===== config.mk =====
export PLATFORM = sky130hd
export DESIGN_NAME = pipeline_hazard_ctrl
export DESIGN_NICKNAME = d
export VERILOG_FILES = /design/src/rtl/pipeline_hazard_ctrl.sv
export SDC_FILE = /design/constraint.sdc
export NUM_CORES = 1
export LEC_CHECK = 0
export ABC_AREA = 1
export BUFFER_PORTS_ARGS = -buffer_cell sky130_fd_sc_hd__clkbuf_2
export CORE_ASPECT_RATIO = 2
export CORE_MARGIN = 2
export CORE_UTILIZATION = 50
export CTS_CLUSTER_SIZE = 40
export DETAILED_ROUTE_END_ITERATION = 16
export PLACE_DENSITY = 0.85
export SYNTH_ARGS = -nofsm -noshare
export SYNTH_HDL_FRONTEND = slang
export SYNTH_SLANG_ARGS = --single-unit

===== constraint.sdc =====
create_clock -name clk -period 1.57 [get_ports clk]
set_input_delay 0.0785 -clock clk [delete_from_list [all_inputs] [get_ports clk]]
set_output_delay 0.0785 -clock clk [all_outputs]
set_load 0.05 [all_outputs]

===== src/rtl/pipeline_hazard_ctrl.sv =====
// Stall/flush sequencer for the 5-stage pipeline.
// Resolves load-use hazards, taken-branch flushes and the data-memory
// req/ready handshake for the op held in EX/MEM, with a watchdog on the
// handshake and a saturating count of cycles in which the PC was held.
// Register enables are driven independently of flushes; the datapath gives a
// register's flush priority over its enable.
module pipeline_hazard_ctrl #(
  parameter int TIMEOUT_CYCLES = 256,
  parameter int CNT_W          = 32
) (
  input  logic             clk,
  input  logic             rst,
  input  logic [4:0]       id_rs_num,
  input  logic [4:0]       id_rt_num,
  input  logic             id_uses_rs,
  input  logic             id_uses_rt,
  input  logic             ex_mem_to_reg,
  input  logic             ex_reg_write,
  input  logic [4:0]       ex_rd_num,
  input  logic             branch_taken,
  input  logic             mem_op_valid,
  input  logic             dmem_ready,
  output logic             dmem_req,
  output logic             pc_en,
  output logic             if_id_en,
  output logic             id_ex_en,
  output logic             ex_mem_en,
  output logic             mem_wb_en,
  output logic             if_id_flush,
  output logic             id_ex_flush,
  output logic             ex_mem_flush,
  output logic             mem_wb_flush,
  output logic             mem_timeout_err,
  output logic [CNT_W-1:0] stall_cycles
);

  typedef enum logic [0:0] {RUN, MEM_WAIT} state_t;

  // Timeout counter only ever holds 0..TIMEOUT_CYCLES-1.
  localparam int            TW    = (TIMEOUT_CYCLES < 2) ? 1 : $clog2(TIMEOUT_CYCLES + 1);
  localparam bit            WD_ON = (TIMEOUT_CYCLES != 0);
  localparam logic [TW-1:0] TLAST = WD_ON ? TW'(TIMEOUT_CYCLES - 1) : '0;

  state_t           state, state_next;
  logic [TW-1:0]    tcnt, tcnt_next;
  logic             err_next;
  logic [CNT_W-1:0] stall_next;
  logic             load_use;
  logic             mem_stall;
  logic             abort;

  // Load in EX whose destination is read by the instruction in ID.
  always_comb begin
    load_use = ex_mem_to_reg && ex_reg_write && (ex_rd_num != 5'd0) &&
               ((id_uses_rs && (id_rs_num == ex_rd_num)) ||
                (id_uses_rt && (id_rt_num == ex_rd_num)));
  end

  // Watchdog fires on the last permitted MEM_WAIT cycle if memory is still busy.
  always_comb begin
    abort = WD_ON && (state == MEM_WAIT) && !dmem_ready && (tcnt == TLAST);
  end

  // Next state and all pipeline controls, in priority order.
  always_comb begin
    state_next   = state;
    tcnt_next    = tcnt;
    err_next     = mem_timeout_err;
    mem_stall    = 1'b0;
    dmem_req     = 1'b0;
    pc_en        = 1'b1;
    if_id_en     = 1'b1;
    id_ex_en     = 1'b1;
    ex_mem_en    = 1'b1;
    mem_wb_en    = 1'b1;
    if_id_flush  = 1'b0;
    id_ex_flush  = 1'b0;
    ex_mem_flush = 1'b0;
    mem_wb_flush = 1'b0;

    if (rst) begin
      pc_en        = 1'b0;
      if_id_en     = 1'b0;
      id_ex_en     = 1'b0;
      ex_mem_en    = 1'b0;
      mem_wb_en    = 1'b0;
      if_id_flush  = 1'b1;
      id_ex_flush  = 1'b1;
      ex_mem_flush = 1'b1;
      mem_wb_flush = 1'b1;
    end else begin
      case (state)
        RUN: begin
          tcnt_next = '0;
          dmem_req  = mem_op_valid;
          if (mem_op_valid && !dmem_ready) begin
            mem_stall  = 1'b1;
            state_next = MEM_WAIT;
          end
        end
        MEM_WAIT: begin
          if (dmem_ready) begin
            dmem_req   = 1'b1;
            state_next = RUN;
            tcnt_next  = '0;
          end else if (abort) begin
            // Access is dropped; EX/MEM moves on and MEM/WB gets a bubble.
            err_next     = 1'b1;
            mem_wb_flush = 1'b1;
            state_next   = RUN;
            tcnt_next    = '0;
          end else begin
            dmem_req  = 1'b1;
            mem_stall = 1'b1;
            if (WD_ON) tcnt_next = tcnt + TW'(1);
          end
        end
        default: state_next = RUN;
      endcase

      if (mem_stall) begin
        // Hold everything up to EX/MEM; the held EX instr re-raises branch/load-use later.
        pc_en        = 1'b0;
        if_id_en     = 1'b0;
        id_ex_en     = 1'b0;
        ex_mem_en    = 1'b0;
        mem_wb_flush = 1'b1;
      end else if (branch_taken) begin
        if_id_flush = 1'b1;
        id_ex_flush = 1'b1;
      end else if (load_use) begin
        // One bubble suffices: the load leaves EX at the next edge.
        pc_en       = 1'b0;
        if_id_en    = 1'b0;
        id_ex_flush = 1'b1;
      end
    end
  end

  // Saturating count of held-PC cycles.
  always_comb begin
    stall_next = stall_cycles;
    if (!pc_en && (stall_cycles != {CNT_W{1'b1}})) stall_next = stall_cycles + CNT_W'(1);
  end

  // State, watchdog, sticky error and stall counter registers.
  always_ff @(posedge clk or posedge rst) begin
    if (rst) begin
      state           <= RUN;
      tcnt            <= '0;
      mem_timeout_err <= 1'b0;
      stall_cycles    <= '0;
    end else begin
      state           <= state_next;
      tcnt            <= tcnt_next;
      mem_timeout_err <= err_next;
      stall_cycles    <= stall_next;
    end
  end

endmodule


# Word-level counts from Yosys, hierarchy flattened
# Index checks and enable logic that the tools add are counted.
# op_classes
n_mul	0
bitwise	3
add_sub_neg	2
n_lt_le_gt_ge	0
n_shift	0
reduce_logical	14
n_mux	31
n_eq_ne	4
div	0
# op_table
op	n
adder 32 x 1 -> 32 bit (second input constant)	1
!= test 32 bit (second input constant)	1
two-way mux 1 bit	26
two-way mux 9 bit	2
case mux 9 bit (2 select lines)	1
== test 5 bit	2
adder 9 x 1 -> 9 bit (second input constant)	1
== test 9 x 8 -> 1 bit (second input constant)	1
logical AND 1 bit	9
nonzero test 5 bit	1
case mux 1 bit (2 select lines)	2
AND reduction 4 bit	1
NOT 1 bit	3
zero test 1 bit	2
logical OR 1 bit	1
# totals
latchBits	0
ramBits	0
word_cells	58
romBits	0
memories	0
reg_bits	43
output_inout_bits	43

# Depth between registers and ports, before layout
# depth
ltp_word	11
ltp_mapped	12
depth_no_buf	11

# Worst setup path before layout
# Ideal clock, no wire load.
# synth_timing
kind	input to output
startpoint	input port rst
endpoint	output port id_ex_flush
path_stages	3
path_buffers	1
path_slack_ps	-1384
t_required_ps	1492
t_arrival_ps	2876
cell_sequence	buf_2 > clkinv_1 > o21ai_0
# synth_via
elab_chain_len	1
# synth_rtl
item	line_no	text
start: declaration	12	input logic rst,
two-way mux 1 bit	81	if (rst) begin
end: declaration	30	output logic id_ex_flush,
# No other way between the ends.

# Worst setup path in the final report
# layout_timing
startpoint	register tcnt[1]
endpoint	output port pc_en
# layout_via
elab_chain_len	8
# layout_rtl
item	line_no	text
start: declaration	45	logic [TW-1:0] tcnt, tcnt_next;
start signal: assignment	155	tcnt <= tcnt_next;
== test 9 x 8 -> 1 bit	61	abort = WD_ON && (state == MEM_WAIT) && !dmem_ready && (tcnt == TLAST);
logical AND 1 bit	61	
two-way mux 1 bit	106	end else if (abort) begin
two-way mux 1 bit	102	if (dmem_ready) begin
case mux 1 bit (2 select lines)	92	case (state)
two-way mux 1 bit	81	
two-way mux 1 bit	121	if (mem_stall) begin
two-way mux 1 bit	81	
end: declaration	24	output logic pc_en,
# No other way between the ends. The select of a mux whose other input is x is not followed.

==> flow_summary.yaml <==
status:
  status: "finished with violations"
  violations: "negative setup slack"
sta:
  maxSlewViolCount: 0
  setup_ws_ns: -0.466
  period_share_pct: 130
  fin_crit_ns: 2.04
  final-setup-viol-count: 43
  worst_pin_slew_ns: 0.526
  relSlewSlack_pct: 64.8
  max_freq_mhz: 491
  clock_skew_ns: 0.00604
  rsz0062_at_grt: "true"
  hold_violations: 0
power:
  power.total_w: 0.00376
  max-vdd-ir-drop_v: 0.000530
  switching_power_w: 0.00132
  p_clk_share_pct: 32.4
  intPower_w: 0.00243
  p_leak_nw: 2.43
  pwr-share-comb_pct: 34.2
  power.density_nw_per_um2: 835
  seqPwrFrac_pct: 33.4
  p_sw_share_pct: 35.2
route:
  routedWlPerCell_um: 17.3
  dr.pass1.iters: 6
  vias: 3910
  via_per_inst: 5.81
  drt_wl_total_um: 11700
  detail-route-antenna-nets: 0
  drc_errors: 0
  drt_first_iter_violations: 363
global_route:
  grt_use_met3_pct: 7.57
  grt_use_total_pct: 35.5
  grt_max_degree: 19
  antenna_found_initial: 0
  grt_pass1_wl_um: 18100
  grt_overflow: 0
  met1_usage_pct: 37.9
  grt.busiest_layer: "met2"
  gr-usage-met2_pct: 59.0
  grt_pass1_vias: 3858
placement:
  place_ws_ns: -0.312
  gp_congestion: 1.00
  dpl.cell_count: 647
  numPortBuffers: 66
  hpwl_um: 7120
clock_network:
  root_buffer: "clkbuf_16"
  clk_pin_slew_ns: 0.07
  worstSkewPairLatency_ns: 0.29
  numCtsBuffers: 5
  clk_path_buf_depth: 2
  htreeDepth: 2
  clkSinkCount: 43
  cts_tree: "done"
finish:
  nets: 635
  seq_area_um2: 1080
  layout-drive-gt1-share_pct: 31.3
  fillCellCount: 407
  final_util_pct: 75.5
  diodes: 0
  stdcell_count: 673
  area_growth_pct: 47.2
  multi_input_area_um2: 1850
worst_setup_path:
  slowest_stage: "dfrtp_1"
  crit_required_ns: 1.49
  cp_data_arrival_time_ns: 1.96
  cpPeakStageDelay_ns: 0.40
  end_kind: "primary output"
  path_class: "register to primary output"
  path_cells: "ha_4 > nand2_4 > nor2_4 > nand3_2 > nand2_2 > o21ai_4 > nor2_4 > nand2_8 > clkinvlp_4 > clkbuf_16"
  crit_family: "simple AND/OR/NAND/NOR gates"
  crit_path_start_kind: "register"
  crit_top_cell: "nor2_4"
  cp_max_fo: 3
  critPathBufInv: 2
floorplan:
  ioPinCount: 67
  num_rows: 40
  die_x_um: 59.3
  start_util_pct: 51.3
  dieArea_um2: 6790
  die_h_um: 115
  coreArea_um2: 5960
yosys:
  synth_seq_area_share_pct: 35.2
  synth_fp_nets: 493
  synth-seq-cells: 43
  yosys.area.top_type: "dfrtp_1"
  yosys-top-cells-area: "dfrtp_1 35%, nand2_1 22%, nor2_1 7.6%, nand3_1 7.0%, inv_1 5.3%"
  ys_warn_count: 0
  netlist.area_leader.share_pct: 35.2
  avgSynthCellArea_um2: 6.54
  synthDistinctLibCells: 31
  syn_area_um2: 3060
  syn_inst: 467
min_path:
  hp-class: "primary input to asynchronous set/reset pin"
flow_run:
  drv_cap: 0
-- routing by layer --
metal	vias up	wire, um
met4	0	995
met1	1793	3840
met2	267	5860
li1	1757	-
met3	93	963
met5	-	0
-- flip-flops by register name, indices dropped and copies added, names as in the netlist --
name	flops
stall_cycles	32
tcnt	9
mem_timeout_err	1
state	1
-- logic make-up (layout without fill, tap and decap cells) --
family / after synthesis / count (layout) / share of synthesized area, %
AND/OR/NAND/NOR: 325 / 326 / 46.2
XOR/XNOR: 22 / 22 / 6.31
buffers and inverters: 60 / 202 / 8.76
AO/OA/AOI/OAI: 15 / 15 / 2.74
flip-flops: 43 / 43 / 35.2
adder cells (fa/ha/maj): 2 / 2 / 0.819
-- final timing paths --
| path | from | to | slack [ns] | depth (start not counted) |
|---|---|---|---|---|
| setup reg to reg | tcnt[1] | stall_cycles[13] | -0.44 | 13 |
| max in group asynchronous | rst | tcnt[4] | 0.63 | 3 |
| min in group clk | rst | state | 0.23 | 2 |
| setup / recovery | tcnt[1] | pc_en | -0.47 | 10 |
| hold / removal | rst | tcnt[5] | 0.12 | 3 |
| hold reg to reg | tcnt[7] | tcnt[7] | 0.49 | 1 |
-- through the flow --
stage | hold WS, ns | cell area [um2] | TNS, ns
global route | 0.145 | 4500 | -18.69
floorplan | 0.180 | 3120 | -13.19
finish | 0.124 | 4500 | -16.26
CTS | 0.0399 | 4400 | -10.61
global placement | 0.136 | 3930 | -5.88
detailed placement | 0.145 | 3930 | -10.09
-- power by group through the flow --
| stage | Combinational, W | Clock [W] | Sequential [W] |
|---|---|---|---|
| floorplan | 0.000459 | 0 | 0.00151 |
| global placement | 0.00103 | 0 | 0.00127 |
| detailed placement | 0.00106 | 0 | 0.00127 |
| CTS | 0.00120 | 0.00122 | 0.00125 |
| global route | 0.00136 | 0.00127 | 0.00126 |
| finish | 0.00128 | 0.00122 | 0.00125 |
-- cell usage in the layout, fill, tap and decap left out, types with 9 or more instances in the layout --
cell type    n
nand4_1     11
nand2_1    177
clkbuf_2    58
nor2_1      60
xor2_1      15
clkbuf_16   10
nand3_1     42
dfrtp_1     38
nand3b_1     9
inv_1       41
buf_4       74
-- cell type report --
class	instances	area share, %
multi-input combinational	365	41.0
inverter	45	3.95
sequential	43	24.1
timing repair buffer	149	25.5
tap	63	1.75
clock buffer	5	2.78
clock inverter	3	0.974
-- what timing repair did --
item	4_1_cts	5_1_grt
pin swaps	7	4
setup buffers	11	2
endpoints found under the hold margin	8	0
cloned	3	1
hold buffers	1	0
endpoints found under the setup margin	40	48
gates resized for setup	33	14
-- cells in the mapped netlist --
master	count
clkinv_1	1
a21oi_1	7
and3b_1	1
o21a_1	1
inv_1	43
dfrtp_1	43
nand2_1	180
ha_1	2
nand3b_1	9
xor2_1	15
nor2_4	1
nand3_1	43
o21ai_0	5
nor3_1	6
o21ai_2	1
nor4_2	1
buf_4	3
o21bai_1	1
nor3_2	1
buf_2	7
clkbuf_1	2
nand2_4	1
nor2_1	62
nand3_2	1
nand4_2	1
inv_2	1
nor2_2	4
xnor2_1	7
nand2_2	3
buf_6	3
nand4_1	11
-- worst reg2reg max path: stages, from the launching register on --
cell,delay [ns]
dfrtp_1,0.40
ha_4,0.17
nand2_4,0.05
nor2_4,0.11
nand3_2,0.13
nand2_2,0.12
o21ai_4,0.08
nor2_4,0.20
nand2_8,0.10
buf_4,0.19
nand2_8,0.11
buf_12,0.13
nand2_1,0.06
nand2_1,0.09
Power figures use the tool's default switching activity.
